==> src/rtl/memset_stream_ctrl_if.sv <==
// Valid/ready beat stream carrying the memset fill pattern
// from the controller to the streamer write port.
interface memset_stream_ctrl_if #(
    parameter int unsigned DataWidth = 512
);
    logic                   valid;
    logic                   ready;
    logic [DataWidth-1:0]   bits;
    logic [DataWidth/8-1:0] strb;
    logic                   last;

    modport master (
        output valid,
        output bits,
        output strb,
        output last,
        input  ready
    );

    modport slave (
        input  valid,
        input  bits,
        input  strb,
        input  last,
        output ready
    );
endinterface

==> src/rtl/memset_stream_ctrl.sv <==
// Memset sequencing controller: turns one start command into a
// bounded stream of fill beats with a partial tail strobe.
module memset_stream_ctrl #(
    parameter int unsigned DataWidth = 512
) (
    input  logic                 clk,
    input  logic                 rst_n,
    input  logic [31:0]          ext_csr_i_0,
    input  logic [31:0]          ext_csr_i_1,
    input  logic                 ext_start_i,
    output logic                 ext_busy_o,
    output logic                 ext_done_o,
    output logic [31:0]          ext_stall_cnt_o,
    memset_stream_ctrl_if.master ext_data_o
);
    localparam int unsigned BytesPerBeat = DataWidth / 8;
    localparam int unsigned BeatShift    = $clog2(BytesPerBeat);

    typedef enum logic {
        IDLE,
        RUN
    } state_e;

    state_e                  state_q, state_d;
    logic [BytesPerBeat-1:0] tail_q, tail_d;
    logic [31:0]             rem_q, rem_d;
    logic [31:0]             stall_q, stall_d;
    logic                    valid_q, valid_d;
    logic                    last_q, last_d;
    logic                    done_q, done_d;
    logic [DataWidth-1:0]    bits_q, bits_d;
    logic [BytesPerBeat-1:0] strb_q, strb_d;

    logic [31:0]             len_mod;
    logic [31:0]             num_beats;
    logic [BytesPerBeat-1:0] new_tail;
    logic [7:0]              fill;
    logic [23:0]             unused_csr;

    assign fill       = ext_csr_i_0[7:0];
    assign unused_csr = ext_csr_i_0[31:8];

    // Byte remainder of the length picks the tail strobe and a rounding beat.
    assign len_mod   = ext_csr_i_1 & 32'(BytesPerBeat - 1);
    assign num_beats = (ext_csr_i_1 >> BeatShift)
                     + {31'd0, len_mod != 32'd0};
    assign new_tail  = (len_mod == 32'd0) ? '1
                     : ~({BytesPerBeat{1'b1}} << len_mod);

    always_comb begin
        state_d = state_q;
        tail_d  = tail_q;
        rem_d   = rem_q;
        stall_d = stall_q;
        valid_d = valid_q;
        last_d  = last_q;
        done_d  = 1'b0;
        bits_d  = bits_q;
        strb_d  = strb_q;
        unique case (state_q)
            IDLE: begin
                if (ext_start_i) begin
                    stall_d = '0;
                    if (ext_csr_i_1 == 32'd0) begin
                        done_d = 1'b1;
                    end else begin
                        state_d = RUN;
                        tail_d  = new_tail;
                        rem_d   = num_beats;
                        valid_d = 1'b1;
                        bits_d  = {BytesPerBeat{fill}};
                        last_d  = (num_beats == 32'd1);
                        strb_d  = (num_beats == 32'd1) ? new_tail : '1;
                    end
                end
            end
            RUN: begin
                if (ext_data_o.ready) begin
                    if (rem_q == 32'd1) begin
                        state_d = IDLE;
                        rem_d   = '0;
                        valid_d = 1'b0;
                        last_d  = 1'b0;
                        done_d  = 1'b1;
                        bits_d  = '0;
                        strb_d  = '0;
                    end else begin
                        rem_d  = rem_q - 32'd1;
                        last_d = (rem_q == 32'd2);
                        strb_d = (rem_q == 32'd2) ? tail_q : '1;
                    end
                end else if (stall_q != 32'hFFFF_FFFF) begin
                    stall_d = stall_q + 32'd1;
                end
            end
            default: state_d = IDLE;
        endcase
    end

    always_ff @(posedge clk or negedge rst_n) begin
        if (!rst_n) begin
            state_q <= IDLE;
            tail_q  <= '0;
            rem_q   <= '0;
            stall_q <= '0;
            valid_q <= 1'b0;
            last_q  <= 1'b0;
            done_q  <= 1'b0;
            bits_q  <= '0;
            strb_q  <= '0;
        end else begin
            state_q <= state_d;
            tail_q  <= tail_d;
            rem_q   <= rem_d;
            stall_q <= stall_d;
            valid_q <= valid_d;
            last_q  <= last_d;
            done_q  <= done_d;
            bits_q  <= bits_d;
            strb_q  <= strb_d;
        end
    end

    assign ext_busy_o       = (state_q == RUN);
    assign ext_done_o       = done_q;
    assign ext_stall_cnt_o  = stall_q;
    assign ext_data_o.valid = valid_q;
    assign ext_data_o.bits  = bits_q;
    assign ext_data_o.strb  = strb_q;
    assign ext_data_o.last  = last_q;
endmodule

==> src/flat_wrapper.sv <==
// flat-port wrapper written by rule: the top's interface ports become plain ports
module memset_stream_ctrl_flat 
#(
    parameter int unsigned DataWidth = 512
)
  (clk, rst_n, ext_csr_i_0, ext_csr_i_1, ext_start_i, ext_busy_o, ext_done_o, ext_stall_cnt_o, ext_data_o_valid, ext_data_o_bits, ext_data_o_strb, ext_data_o_last, ext_data_o_ready);
  memset_stream_ctrl_if #(.DataWidth(DataWidth)) ext_data_o_i ();
  input  logic clk;
  input  logic rst_n;
  input  logic [31:0] ext_csr_i_0;
  input  logic [31:0] ext_csr_i_1;
  input  logic ext_start_i;
  output logic ext_busy_o;
  output logic ext_done_o;
  output logic [31:0] ext_stall_cnt_o;
  output wire logic [$bits(ext_data_o_i.valid)-1:0] ext_data_o_valid;
  output wire logic [$bits(ext_data_o_i.bits)-1:0] ext_data_o_bits;
  output wire logic [$bits(ext_data_o_i.strb)-1:0] ext_data_o_strb;
  output wire logic [$bits(ext_data_o_i.last)-1:0] ext_data_o_last;
  input wire logic [$bits(ext_data_o_i.ready)-1:0] ext_data_o_ready;
  assign ext_data_o_valid = ext_data_o_i.valid;
  assign ext_data_o_bits = ext_data_o_i.bits;
  assign ext_data_o_strb = ext_data_o_i.strb;
  assign ext_data_o_last = ext_data_o_i.last;
  assign ext_data_o_i.ready = ext_data_o_ready;
  memset_stream_ctrl #(.DataWidth(DataWidth)) u_core (.clk(clk), .rst_n(rst_n), .ext_csr_i_0(ext_csr_i_0), .ext_csr_i_1(ext_csr_i_1), .ext_start_i(ext_start_i), .ext_busy_o(ext_busy_o), .ext_done_o(ext_done_o), .ext_stall_cnt_o(ext_stall_cnt_o), .ext_data_o(ext_data_o_i));
endmodule
==> config.mk <==
export PLATFORM = sky130hd
export DESIGN_NAME = memset_stream_ctrl_flat
export DESIGN_NICKNAME = d
export VERILOG_FILES = /design/src/rtl/memset_stream_ctrl_if.sv /design/src/rtl/memset_stream_ctrl.sv /design/src/flat_wrapper.sv
export SDC_FILE = /design/constraint.sdc
export NUM_CORES = 1
export LEC_CHECK = 0
export CAP_MARGIN = 5
export CORE_AREA = 2 2 261 263
export CTS_BUF_LIST = sky130_fd_sc_hd__clkbuf_16
export DETAILED_ROUTE_END_ITERATION = 8
export DIE_AREA = 0 0 263 265
export GPL_ROUTABILITY_DRIVEN = 1
export PLACE_DENSITY = 0.53
export SYNTH_ARGS = -nofsm -noshare
export SYNTH_HDL_FRONTEND = slang
export SYNTH_SLANG_ARGS = --single-unit
==> constraint.sdc <==
create_clock -name clk -period 2.59 [get_ports clk]
set_input_delay 0.6475 -clock clk [delete_from_list [all_inputs] [get_ports clk]]
set_output_delay 0.6475 -clock clk [all_outputs]
set_load 0.05 [all_outputs]
==> metrics <==
Pleak=11.74 nW; die height=265 µm; Post-synth EDFFs=0; io pins=680; final critical-path setup slack=-0.2189 ns; Power Dens Cells=649.5 mW/mm²; maximum number of pins on one net before global-route repair=65; clock transition time at the flip-flop clock pins of the worst setup and hold paths=0.06 ns; Yosys cell types=62; post-synthesis instance area=0.01471 mm²; type of destination of the critical path=flip-flop; most instantiated flip-flop cell in the synthesis netlist=dfrtp_1; count of endpoints failing hold in the final timing report=0; Internal Power=10.16 mW; master cell of the clock root buffer=clkbuf_16; WL per Instance=19.60 µm; growth of design area from synthesis to finish=87.47%; Std-Cell Core Area=0.06680 mm²; Yosys top cell area share=34.71%; setup-violating endpoint count in the final report=64; clock tree from TritonCTS=yes; violations in the final reports=setup timing; critical path class=input port to flip-flop; critical path required time=3.03 ns; post-layout minimum cycle time=2.809 ns; overall power consumption=17.91 mW; max-slew violation count=0; transition time of the tightest slew-check pin=0.6574 ns; number of warnings issued by yosys=0; final core area utilization=41.27%; starting DRC count in detailed routing=1,073; Die X-Extent=263 µm; XOR/XNOR Fraction of Synth Area=3.335%; Num CTS Buffers=26; share of synthesized area spent on multiplexers=0.06806%; largest buffer count on any clock path=3; synthesized-area fraction occupied by ao, oa, aoi and oai cells=14.41%; critical-path maximum fanout=6; element type at the critical path start=input port; initial standard-cell utilization of the core=22.02%; clk sink count=204; proportion of power drawn by the clock network=20.2%; FF/Latch Area=0.005117 mm²; outcome=finished with violations; main combinational cell family by area after synthesis=buffers and inverters; gr ovfl total=0; wire length of the first global-routing pass=87.53 mm; synthesized netlist cell count=1,786; # diodes=0; share of synthesized area occupied by flip-flops and latches=34.71%; worst hold path type=input port to async pin; number of nets in the synthesized netlist=1,860; die footprint=0.06970 mm²; share of flip-flops with an asynchronous set or reset after synthesis=100.0%; average instance area after synthesis=8.234 µm²; Switching Power=7.749 mW; unrepaired setup endpoints after global routing=yes; most repeated cell in the gate-level netlist after synthesis=buf_4; number of standard-cell rows in the floorplan=95; total number of H-tree levels=1; fraction of the cycle the final worst path needs=108.5%; Yosys top cell by area=dfrtp_1; worst rel slew slack=55.81%; fmax=0.3560 GHz; sequential power share=22.1%; residual DRC count=0; clk_skew=0.02418 ns; peak supply drop=0.0005500 V; Gate power share=57.6%; DRT Pass-1 Iters=5; number of max-capacitance violations reported=0; number of flip-flops and latches in the synthesized netlist=204; vias per inst=4.579; via count of the first global-routing pass=13.34k; Critical Path AT=3.25 ns; Post-Synth Simple-Gate Area=18.27%; count of fill cells added during filler insertion=6,153; initial antenna violation count=0; half-perimeter wire length of the detailed placement result=43.44 mm; count of nets left with antenna violations after detail routing=0; Setup Slack @ Placement=-1.359 ns; aggregate routed wire length=59.10 mm; Commonest cells post-synth=buf_4 (508), dfrtp_1 (204), nand2_1 (195), o21ai_0 (183), nor2_1 (103); main area contributors after synthesis=dfrtp_1 (35%), buf_4 (26%), o21ai_0 (6.2%); final layout net count=2,196; switching share of power=43.28%; vias after detailed routing=13.81k; count of port buffers added during placement=655; Global Route Usage Sum=15.73%; fraction of layout instances using a drive strength above 1=42.95%; global placer's final weighted congestion=0.8724; multi-input combinational cell area=0.006035 mm²; post-synthesis share of cell area spent on full adders, half adders and majority gates=0.5105%; clk_lat worst skew=0.56 ns
-- state kept, by name, indices dropped and copies added, names as in the netlist --
register,count
u_core.ext_data_o.strb,64
u_core.ext_data_o.bits,8
u_core.ext_stall_cnt_o,32
u_core.rem_q,32
u_core.ext_busy_o,1
u_core.ext_data_o.valid,1
u_core.ext_data_o.last,1
u_core.ext_done_o,1
u_core.tail_q,64
-- per-stage QoR --
step	TNS, ns	cell area, µm²	hold WS, ns	std cells
after detailed placement	-132.67	25500	0.4500	2923
after global routing	-13.06	27570	0.1230	3015
after CTS	-2.407	26950	0.08683	2992
after floorplan	-43.34	14860	0.3519	1786
after global placement	-128.39	25500	0.4436	2923
final	-7.743	27570	0.08562	3015
-- layout by cell type (no fill, tap or decap), types with 29 or more instances in the layout --
cell               n
nand3_1           38
nor3_1            30
buf_4            184
nor2_1            97
nand2_1          191
o21ai_1           47
o21ai_0          157
buf_12           563
clkbuf_16         32
a21oi_1           56
nand4_1           29
clkdlybuf4s50_1  120
dfrtp_1          194
-- area by class of cell --
class / instances / area share (%)
Clock inverter: 22 / 0.7034
Clock buffer: 26 / 2.360
Sequential cell: 204 / 18.56
Timing Repair Buffer: 907 / 52.42
Tap cell: 873 / 3.962
Multi-Input combinational cell: 975 / 21.89
Inverter: 8 / 0.1089
-- layer usage --
layer	track usage (%)	vias to the layer above	share of wire (%)
met5	0	-	0
met4	3.876	0	2.6
met3	2.285	97	6.3
met2	29.54	670	54
met1	18.69	6758	37
li1	-	6282	-
-- worst paths after layout --
check	startpoint	endpoint	slack, ns	depth (start not counted)
hold reg to reg	u_core.tail_q[1]	u_core.tail_q[1]	0.46	2
setup / recovery	ext_csr_i_1[3]	u_core.ext_data_o.strb[14]	-0.22	18
hold / removal	rst_n	u_core.tail_q[0]	0.09	1
setup reg to reg	u_core.rem_q[17]	u_core.rem_q[14]	0.16	7
min in group clk	u_core.tail_q[1]	u_core.tail_q[1]	0.46	2
max in group asynchronous	rst_n	u_core.tail_q[25]	1.80	2
-- kinds of logic after synthesis --
group / count (synthesis)
and+or+nand+nor: 545
AOI/OAI and AO/OA: 367
xor gates and xnor gates: 56
DFF: 204
muxes: 1
buffers and inverters: 607
adders and majority gates: 6
-- power by group through the flow --
stage / Sequential [mW] / Combinational (mW) / Clock [mW]
floorplan: 4.52 / 5.46 / 0
global placement: 3.99 / 10.3 / 0
detailed placement: 4.00 / 10.3 / 0
CTS: 3.95 / 10.3 / 3.74
global route: 4.02 / 10.7 / 3.85
finish: 3.96 / 10.3 / 3.62
-- critical path, cell delays in order --
cell and delay [ns]:
buf_8 0.10, nor2_4 0.11, nand2_2 0.09, nor3_4 0.19
inv_2 0.12, ha_4 0.20, ha_4 0.19, buf_4 0.15
nand3_4 0.06, nor3_2 0.05, a311oi_1 0.25, a41o_1 0.17
o211ai_1 0.09, buf_4 0.18, buf_6 0.14, buf_12 0.15
nor4_4 0.24, o21ai_1 0.10
-- repair_timing --
item                                    in CTS  in global routing
pin swaps                                   52                 47
setup buffers                               14                 18
hold buffers                                 0                  0
resized for setup                          124                 78
endpoints found under the setup margin      97                126
cloned                                       7                  7
Power figures use the tool's default switching activity.
